--- src/rtl/pixel_arb_pkg.sv ---
`default_nettype none
// ============================================================================
// Module   : pixel_arb_pkg
// Brief    : Shared widths, state encoding, default canvas bounds and a
//            canvas bounds helper for the pixel write arbiter.
// Revision : 1.0 - initial release
// ============================================================================
package pixel_arb_pkg;

    localparam int c_COORD_W = 9;
    localparam int c_COLOR_W = 15;

    // Arbiter state encoding
    localparam int c_STATE_W = 1;
    typedef logic [c_STATE_W-1:0] state_t;
    localparam state_t c_ST_IDLE  = 1'b0;   // brush/glyph arbitration
    localparam state_t c_ST_CLEAR = 1'b1;   // sweeper owns the port

    // Default canvas rectangle (inclusive) and sweep colour
    localparam logic [c_COORD_W-1:0] c_CANVAS_X0   = 9'd89;
    localparam logic [c_COORD_W-1:0] c_CANVAS_X1   = 9'd228;
    localparam logic [c_COORD_W-1:0] c_CANVAS_Y0   = 9'd33;
    localparam logic [c_COORD_W-1:0] c_CANVAS_Y1   = 9'd228;
    localparam logic [c_COLOR_W-1:0] c_CLEAR_COLOR = 15'h7FFF;

    // True when (x,y) lies inside the inclusive rectangle
    function automatic logic in_rect(
        input logic [c_COORD_W-1:0] x,
        input logic [c_COORD_W-1:0] y,
        input logic [c_COORD_W-1:0] x0,
        input logic [c_COORD_W-1:0] x1,
        input logic [c_COORD_W-1:0] y0,
        input logic [c_COORD_W-1:0] y1
    );
        return (x >= x0) && (x <= x1) && (y >= y0) && (y <= y1);
    endfunction

endpackage
`default_nettype wire

--- src/rtl/pixel_write_arbiter_sweeper.sv ---
`default_nettype none
// ============================================================================
// Module   : canvas_sweeper
// Brief    : Row-major x/y walker over the canvas rectangle. i_start parks
//            the walker on (X0,Y0); i_advance steps one pixel; o_last flags
//            the bottom-right pixel.
// Revision : 1.0 - initial release
// ============================================================================
module canvas_sweeper
    import pixel_arb_pkg::*;
#(
    parameter logic [c_COORD_W-1:0] X0 = c_CANVAS_X0,
    parameter logic [c_COORD_W-1:0] X1 = c_CANVAS_X1,
    parameter logic [c_COORD_W-1:0] Y0 = c_CANVAS_Y0,
    parameter logic [c_COORD_W-1:0] Y1 = c_CANVAS_Y1
) (
    input  logic                 clk,
    input  logic                 rst,
    input  logic                 i_start,
    input  logic                 i_advance,
    output logic [c_COORD_W-1:0] o_x,
    output logic [c_COORD_W-1:0] o_y,
    output logic                 o_last
);

    logic [c_COORD_W-1:0] r_x;
    logic [c_COORD_W-1:0] r_y;

    // Step x across the row, wrap to the next row, wrap back after the last row
    always_ff @(posedge clk) begin
        if (rst || i_start) begin
            r_x <= X0;
            r_y <= Y0;
        end else if (i_advance) begin
            if (r_x == X1) begin
                r_x <= X0;
                r_y <= (r_y == Y1) ? Y0 : r_y + 9'd1;
            end else begin
                r_x <= r_x + 9'd1;
            end
        end
    end

    assign o_x    = r_x;
    assign o_y    = r_y;
    assign o_last = (r_x == X1) && (r_y == Y1);

endmodule
`default_nettype wire

--- src/rtl/pixel_write_arbiter.sv ---
`default_nettype none
// ============================================================================
// Module   : pixel_write_arbiter
// Brief    : Shares the VGA adapter pixel-write port between the brush path,
//            the canvas clear sweeper and the glyph renderer. One registered
//            write per clock at most. Optional macro PIXEL_ARB_CLIP_EN drops
//            (but still grants) brush/glyph pixels outside the canvas.
// Revision : 1.0 - initial release
// ============================================================================
module pixel_write_arbiter
    import pixel_arb_pkg::*;
#(
    parameter logic [c_COORD_W-1:0] CANVAS_X0   = c_CANVAS_X0,
    parameter logic [c_COORD_W-1:0] CANVAS_X1   = c_CANVAS_X1,
    parameter logic [c_COORD_W-1:0] CANVAS_Y0   = c_CANVAS_Y0,
    parameter logic [c_COORD_W-1:0] CANVAS_Y1   = c_CANVAS_Y1,
    parameter logic [c_COLOR_W-1:0] CLEAR_COLOR = c_CLEAR_COLOR
) (
    input  logic                 clock,
    input  logic                 reset,
    input  logic                 clear_start,
    output logic                 clear_busy,
    output logic                 clear_done,
    input  logic                 brush_req,
    input  logic [c_COORD_W-1:0] brush_x,
    input  logic [c_COORD_W-1:0] brush_y,
    input  logic [c_COLOR_W-1:0] brush_color,
    output logic                 brush_gnt,
    input  logic                 glyph_req,
    input  logic [c_COORD_W-1:0] glyph_x,
    input  logic [c_COORD_W-1:0] glyph_y,
    input  logic [c_COLOR_W-1:0] glyph_color,
    output logic                 glyph_gnt,
    output logic [c_COORD_W-1:0] vga_x,
    output logic [c_COORD_W-1:0] vga_y,
    output logic [c_COLOR_W-1:0] vga_color,
    output logic                 vga_plot
);

    state_t               r_state;
    logic                 r_last_glyph;     // 1: glyph won the last grant
    logic [c_COORD_W-1:0] r_vga_x;
    logic [c_COORD_W-1:0] r_vga_y;
    logic [c_COLOR_W-1:0] r_vga_color;
    logic                 r_vga_plot;
    logic                 r_clear_done;

    logic                 w_idle_free;
    logic                 w_brush_gnt;
    logic                 w_glyph_gnt;
    logic                 w_start;
    logic                 w_advance;
    logic                 w_last;
    logic                 w_pass;
    logic [c_COORD_W-1:0] w_sweep_x;
    logic [c_COORD_W-1:0] w_sweep_y;
    logic [c_COORD_W-1:0] w_sel_x;
    logic [c_COORD_W-1:0] w_sel_y;
    logic [c_COLOR_W-1:0] w_sel_color;

    // A clear request takes the cycle it arrives in, so nobody is granted then
    assign w_idle_free = !reset && (r_state == c_ST_IDLE) && !clear_start;
    assign w_brush_gnt = w_idle_free && brush_req && (!glyph_req || r_last_glyph);
    assign w_glyph_gnt = w_idle_free && glyph_req && (!brush_req || !r_last_glyph);
    assign w_start     = (r_state == c_ST_IDLE) && clear_start;
    assign w_advance   = (r_state == c_ST_CLEAR);

    assign w_sel_x     = w_brush_gnt ? brush_x     : glyph_x;
    assign w_sel_y     = w_brush_gnt ? brush_y     : glyph_y;
    assign w_sel_color = w_brush_gnt ? brush_color : glyph_color;

`ifdef PIXEL_ARB_CLIP_EN
    assign w_pass = in_rect(w_sel_x, w_sel_y, CANVAS_X0, CANVAS_X1, CANVAS_Y0, CANVAS_Y1);
`else
    assign w_pass = 1'b1;
`endif

    canvas_sweeper #(
        .X0 (CANVAS_X0),
        .X1 (CANVAS_X1),
        .Y0 (CANVAS_Y0),
        .Y1 (CANVAS_Y1)
    ) u_sweeper (
        .clk       (clock),
        .rst       (reset),
        .i_start   (w_start),
        .i_advance (w_advance),
        .o_x       (w_sweep_x),
        .o_y       (w_sweep_y),
        .o_last    (w_last)
    );

    // Port-ownership FSM, round-robin pointer and registered VGA write
    always_ff @(posedge clock) begin
        if (reset) begin
            r_state      <= c_ST_IDLE;
            r_last_glyph <= 1'b1;
            r_vga_x      <= '0;
            r_vga_y      <= '0;
            r_vga_color  <= '0;
            r_vga_plot   <= 1'b0;
            r_clear_done <= 1'b0;
        end else begin
            r_vga_plot   <= 1'b0;
            r_clear_done <= 1'b0;
            case (r_state)
                c_ST_IDLE: begin
                    if (w_start) begin
                        r_state <= c_ST_CLEAR;
                    end else if (w_brush_gnt || w_glyph_gnt) begin
                        r_last_glyph <= w_glyph_gnt;
                        if (w_pass) begin
                            r_vga_x     <= w_sel_x;
                            r_vga_y     <= w_sel_y;
                            r_vga_color <= w_sel_color;
                            r_vga_plot  <= 1'b1;
                        end
                    end
                end
                c_ST_CLEAR: begin
                    r_vga_x     <= w_sweep_x;
                    r_vga_y     <= w_sweep_y;
                    r_vga_color <= CLEAR_COLOR;
                    r_vga_plot  <= 1'b1;
                    if (w_last) begin
                        r_clear_done <= 1'b1;
                        r_state      <= c_ST_IDLE;
                    end
                end
            endcase
        end
    end

    assign clear_busy = (r_state == c_ST_CLEAR);
    assign clear_done = r_clear_done;
    assign brush_gnt  = w_brush_gnt;
    assign glyph_gnt  = w_glyph_gnt;
    assign vga_x      = r_vga_x;
    assign vga_y      = r_vga_y;
    assign vga_color  = r_vga_color;
    assign vga_plot   = r_vga_plot;

endmodule
`default_nettype wire
--- config.mk ---
export PLATFORM = sky130hd
export DESIGN_NAME = pixel_write_arbiter
export DESIGN_NICKNAME = d
export VERILOG_FILES = /design/src/rtl/pixel_arb_pkg.sv /design/src/rtl/pixel_write_arbiter_sweeper.sv /design/src/rtl/pixel_write_arbiter.sv
export SDC_FILE = /design/constraint.sdc
export NUM_CORES = 1
export LEC_CHECK = 0
export BUFFER_PORTS_ARGS = -buffer_cell sky130_fd_sc_hd__clkbuf_2
export CORE_ASPECT_RATIO = 2
export CORE_MARGIN = 3
export CORE_UTILIZATION = 30
export DETAILED_ROUTE_END_ITERATION = 7
export PLACE_DENSITY = 0.65
export SLEW_MARGIN = 20
export SYNTH_ARGS = -nofsm -noshare
export SYNTH_HDL_FRONTEND = slang
export SYNTH_SLANG_ARGS = --single-unit
--- constraint.sdc ---
create_clock -name clock -period 2.3 [get_ports clock]
set_input_delay 0.115 -clock clock [delete_from_list [all_inputs] [get_ports clock]]
set_output_delay 0.115 -clock clock [all_outputs]
set_load 0.01 [all_outputs]
# [After elaboration in Yosys (flattened, before gate mapping)]
# Index checks and enable logic that the tools add are counted.
[op_classes] add_sub_neg=2 n_eq_ne=4 muxes=21 n_bitwise=2 reduce_logical=21
[ops] op="9-bit two-way mux" n=8
[ops] op="15-bit two-way mux" n=3
[ops] op="9-bit case mux with 2 select lines" n=2
[ops] op="15-bit case mux with 2 select lines" n=1
[ops] op="9-bit by 1-bit adder with 9-bit output (second input constant)" n=2
[ops] op="9-bit by 8-bit equality test with 1-bit output (second input constant)" n=2
[ops] op="1-bit logical AND" n=8
[ops] op="1-bit logical NOT" n=5
[ops] op="1-bit two-way mux" n=5
[ops] op="1-bit logical OR" n=4
[ops] op="1-bit case mux with 2 select lines" n=2
[ops] op="2-bit AND reduction" n=2
[ops] op="3-bit AND reduction" n=1
[ops] op="2-bit by 1-bit != test with 1-bit output (second input constant)" n=1
[ops] op="2-bit != test (second input constant)" n=1
[ops] op="1-bit inverter" n=2
[ops] op="2-bit OR reduction" n=1
[word_totals] regBits=55 inputBits=71 output_inout_bits=38 elab_cells=59

# [Depth between registers and ports, before layout]
[logic_depth] word_depth=9 depth_mapped=7 depth_no_buf=6

# [Cells and area by module]
# Synthesis repeated with hierarchy kept, for this count alone.
[unflattened] cells_unflattened=303 hier_area_um2=2656.3
[modules_own_cells] module="pixel_write_arbiter" n_inst=1 cells_per_inst=194 area_per_inst_um2=1694.1 seq_area_each_um2=740.7
[modules_own_cells] module="canvas_sweeper" n_inst=1 cells_per_inst=109 area_per_inst_um2=962.2 seq_area_each_um2=360.3

# [Least setup slack after synthesis]
# OpenSTA, ideal clock, no wires.
[synth_path] path_kind="reg-to-reg" startpoint="register u_sweeper.r_x[0], in the netlist u_sweeper.o_x[0]" endpoint="register u_sweeper.r_y[0], in the netlist u_sweeper.o_y[0]" setup_ps=120 arrival_ps=1332 required_time_ps=2180 setup_slack_ps=848 stages_incl_launch_ff=7 path_buffers=0 period_less_slack_ps=1452 path_cell_list="dfxtp_1 inv_1 ha_1 and4bb_2 nand3_2 o21ai_2 or2_1"
[synth_via] elab_chain_len=2
[synth_lines] element="start, declared" line="pixel_write_arbiter_sweeper.sv:26" source="logic [c_COORD_W-1:0] r_x;"
[synth_lines] element="start signal, assigned" line="pixel_write_arbiter_sweeper.sv:39" source="r_x <= r_x + 9'd1;"
[synth_lines] element="9-bit by 8-bit equality test with 1-bit output" line="pixel_write_arbiter_sweeper.sv:35" source="if (r_x == X1) begin"
[synth_lines] element="2-bit AND reduction (no source line)"
[synth_lines] element="end signal, assigned" line="pixel_write_arbiter_sweeper.sv:37" source="r_y <= (r_y == Y1) ? Y0 : r_y + 9'd1;"
[synth_lines] element="end, declared" line="pixel_write_arbiter_sweeper.sv:27" source="logic [c_COORD_W-1:0] r_y;"
# Every way passes these cells.
# A chain may end at the register's enable or synchronous reset.

# [Worst setup path in the final report]
[layout_path] startpoint="register r_state, in the netlist clear_busy" endpoint="output port brush_gnt"
[layout_via] elab_chain_len=5
[layout_lines] element="start, declared" line="pixel_write_arbiter.sv:40" source="state_t r_state;"
[layout_lines] element="start signal, assigned" line="pixel_write_arbiter.sv:96" source="r_state <= c_ST_IDLE;"
[layout_lines] element="start signal, assigned" line="pixel_write_arbiter.sv:109" source="r_state <= c_ST_CLEAR;"
[layout_lines] element="start signal, assigned" line="pixel_write_arbiter.sv:127" source="r_state <= c_ST_IDLE;"
[layout_lines] element="1-bit inverter"
[layout_lines] element="1-bit logical AND (2 in a row)" line="pixel_write_arbiter.sv:62" source="assign w_idle_free = !reset && (r_state == c_ST_IDLE) && !clear_start;"
[layout_lines] element="1-bit logical AND (2 in a row)" line="pixel_write_arbiter.sv:63" source="assign w_brush_gnt = w_idle_free && brush_req && (!glyph_req || r_last_glyph);"
[layout_lines] element="end, declared" line="pixel_write_arbiter.sv:28" source="output logic brush_gnt,"
# Every way passes these cells.

==> impl_metrics.yaml <==
route:
  via_per_inst: 5.25
  ant_nets: 0
  via_count: 2581
  firstDrtPassIters: 4
  wirelength_um: 7990
  drc: 0
  drt_iter0_drc: 87
  wl_per_cell_um: 16.2
critical_path:
  cp-end-kind: "primary output"
  crit_type: "reg -> out"
  worstReg2RegStart: "clear_busy$_SDFF_PP0_"
  critPathTopFamily: "buffers and inverters"
  critPathMaxFanout: 32
  crit_path_start_kind: "flip-flop"
  cpPeakStageDelay_ps: 580
  path_buf_inv: 2
  rrSetupSlack_ps: 550
  cp.arrival_ps: 1770
  critPathRequiredTime_ps: 2180
  startpoint: "clear_busy$_SDFF_PP0_"
  rr_endpoint: "vga_x[8]$_SDFFE_PP0P_"
  crit_path_cell_trace: "nor3_4 > nand3_2 > clkinv_2 > clkbuf_2"
  crit_path_top_delay_cell: "dfxtp_1"
  reg2reg_depth: 5
synth:
  synth.distinct_cells: 44
  synth-seq-area-share_pct: 41.4
  ys_top_cells_by_count: "dfxtp_1, nand2_1, a22oi_1"
  synth_warnings: 0
  yosysMostFrequentCell: "dfxtp_1"
  synthFlopType: "dfxtp_1"
  synth_edf_count: 0
  synth.top_cell.area_share_pct: 41.4
  syn_avg_cell_area_um2: 9.17
  syn_inst: 290
  syn_nets: 365
  syn-cell-area_um2: 2660
  async_flop_share_pct: 0
  yosysTopAreaCell: "dfxtp_1"
  synthTopCellsByArea: "dfxtp_1, a22oi_1, a311oi_2"
  synth_seq_cells: 55
timing:
  slew_headroom_pct: 62.2
  setup_violations: 0
  fmax_mhz: 530
  period_share_pct: 82.0
  fin_worst_skew_ps: 3.93
  rsz0062_at_grt: "false"
  worst_slew_pin_slew_ps: 566
  hold_viol_final: 0
  finalSetupTns_ps: 0
  fin_crit_ps: 1890
  slew_viol_final: 0
placement:
  hpwl_um: 6010
  dp.cells: 484
  place_congestion: 0.840
  buffer_ports.inserted: 108
finish:
  final_nets: 466
  seq_area_um2: 1100
  nFillCells: 948
  final_cells: 492
  synthToLayoutAreaGrowth_pct: 28.8
  drive_gt1_share_pct: 36.7
  multi_input_area_um2: 1410
  insertedDiodeCount: 0
clocking:
  cts_resized: 0
  cts_sinks: 55
  htreeDepth: 2
  clk_latency_ps: 290
  post_cts_buffers: 0
  clockBufferDepth: 2
  cts-buffers-inserted: 5
  cts_tree: "built"
  clockRootBuffer: "clkbuf_16"
  hold_buffers: 0
  clkSlewWorstSetupHoldPaths_ps: 70
worst_hold_path:
  min_path_type: "in -> reg"
  hold_end: "vga_color[1]$_SDFFE_PP0P_"
  hold_start: "brush_color[1]"
  worstHoldPathCells: 3
outcome:
  status: "finished, final reports clean"
grt:
  grt-ovfl-total: 0
  grt_pass1_vias: 2752
  antenna_found_initial: 0
  grt_pass1_wl_um: 13100
  globalRouteTotalUtil_pct: 16.5
  grt_max_degree: 34
floorplan:
  core_um2: 8650
  initial_utilization_pct: 30.7
  ios: 109
  die_w_um: 72.6
  dieArea_um2: 10100
  die_h_um: 139
  rows: 48
power:
  power_density_nw_per_um2: 661
  peakVddDrop_v: 0.000326
  power_leakage_uw: 0.00142
flow_run:
  max_cap_violations: 0
==> stage by stage <==
| step | hold slack (ps) | worst slack, ps | utilization [%] | instance area, µm² | power [µW] |
|---|---|---|---|---|---|
| final | 71.5 | 415 | 39.6 | 3420 | 2260 |
| after global routing | 68.2 | 292 | 39.6 | 3420 | 2370 |
| after CTS | 62.3 | 395 | 39.6 | 3420 | 2300 |
| after detailed placement | 380 | 541 | 37.6 | 3250 | 1390 |
| after global placement | 372 | 586 | 37.6 | 3250 | 1390 |
| after floorplan | 274 | 848 | - | 2660 | 1240 |
==> sequential cells by signal, summed over array words and instances (netlist names) <==
signal,flops
u_sweeper.o_x,9
r_last_glyph,1
u_sweeper.o_y,9
vga_color,15
vga_x,9
vga_y,9
vga_plot,1
clear_done,1
clear_busy,1
==> report_power, final <==
part           leakage (µW)  total [µW]  internal [µW]  switching [µW]
registers          0.000451        1030           1000            33.0
logic              0.000886         332            147             185
clock network     0.0000868         897            542             355
==> worst max path at each step <==
stage / endpoint / slack, ps / cells past startpoint
3_3_place_gp: vga_x[1]$_SDFFE_PP0P_ / 590 / 5
2_1_floorplan: u_sweeper.o_y[0]$_SDFFE_PP1P_ / 850 / 6
4_1_cts: brush_gnt / 390 / 4
6_report: brush_gnt / 410 / 4
3_5_place_dp: vga_x[8]$_SDFFE_PP0P_ / 540 / 5
5_1_grt: brush_gnt / 290 / 4
==> metal layers <==
layer | global-route usage [%] | wire length (µm)
met1 | 15.6 | 2730
met5 | 0 | 0
met4 | 8.17 | 227
met2 | 32.0 | 4680
met3 | 2.90 | 343
==> worst min-delay path, cell delays in order <==
cell,delay (ps)
clkbuf_2,80
nand2_1,50
a311oi_1,70
==> placed cells by master (no fill, tap or decap), types with 2 or more instances in the layout <==
| cell type | count |
|---|---|
| nand2b_1 | 2 |
| clkbuf_16 | 5 |
| buf_4 | 4 |
| nor3_1 | 5 |
| clkbuf_2 | 108 |
| and3_1 | 3 |
| xor2_1 | 5 |
| clkinv_2 | 2 |
| nor4_1 | 4 |
| and2_1 | 2 |
| inv_1 | 5 |
| nand3_2 | 2 |
| nand3_1 | 3 |
| o21ai_0 | 2 |
| nand4_1 | 7 |
| dfxtp_1 | 55 |
| a21oi_1 | 20 |
| or2_1 | 2 |
| a311oi_1 | 2 |
| ha_1 | 4 |
| nor2_1 | 31 |
| a22oi_1 | 33 |
| a311oi_2 | 13 |
| xnor2_1 | 11 |
| nand2_1 | 41 |
| o22ai_1 | 2 |
==> layout make-up <==
type | instances | area share [%]
multi-input cells | 210 | 41.2
flip-flops and latches | 55 | 32.2
repair buffers | 113 | 17.2
clock buffers | 6 | 4.06
well taps | 100 | 3.65
clock inverters | 2 | 1.02
inverters | 6 | 0.694
==> kinds of logic after synthesis <==
kind of cell / count (synthesis) / synth area share [%]
xor+xnor: 16 / 5.27
simple gates: 111 / 21.3
fa+ha+maj: 4 / 1.88
buf+inv: 25 / 5.55
flops: 55 / 41.4
mux: 1 / 0.376
compound gates: 78 / 24.2
Power figures use the tool's default switching activity.
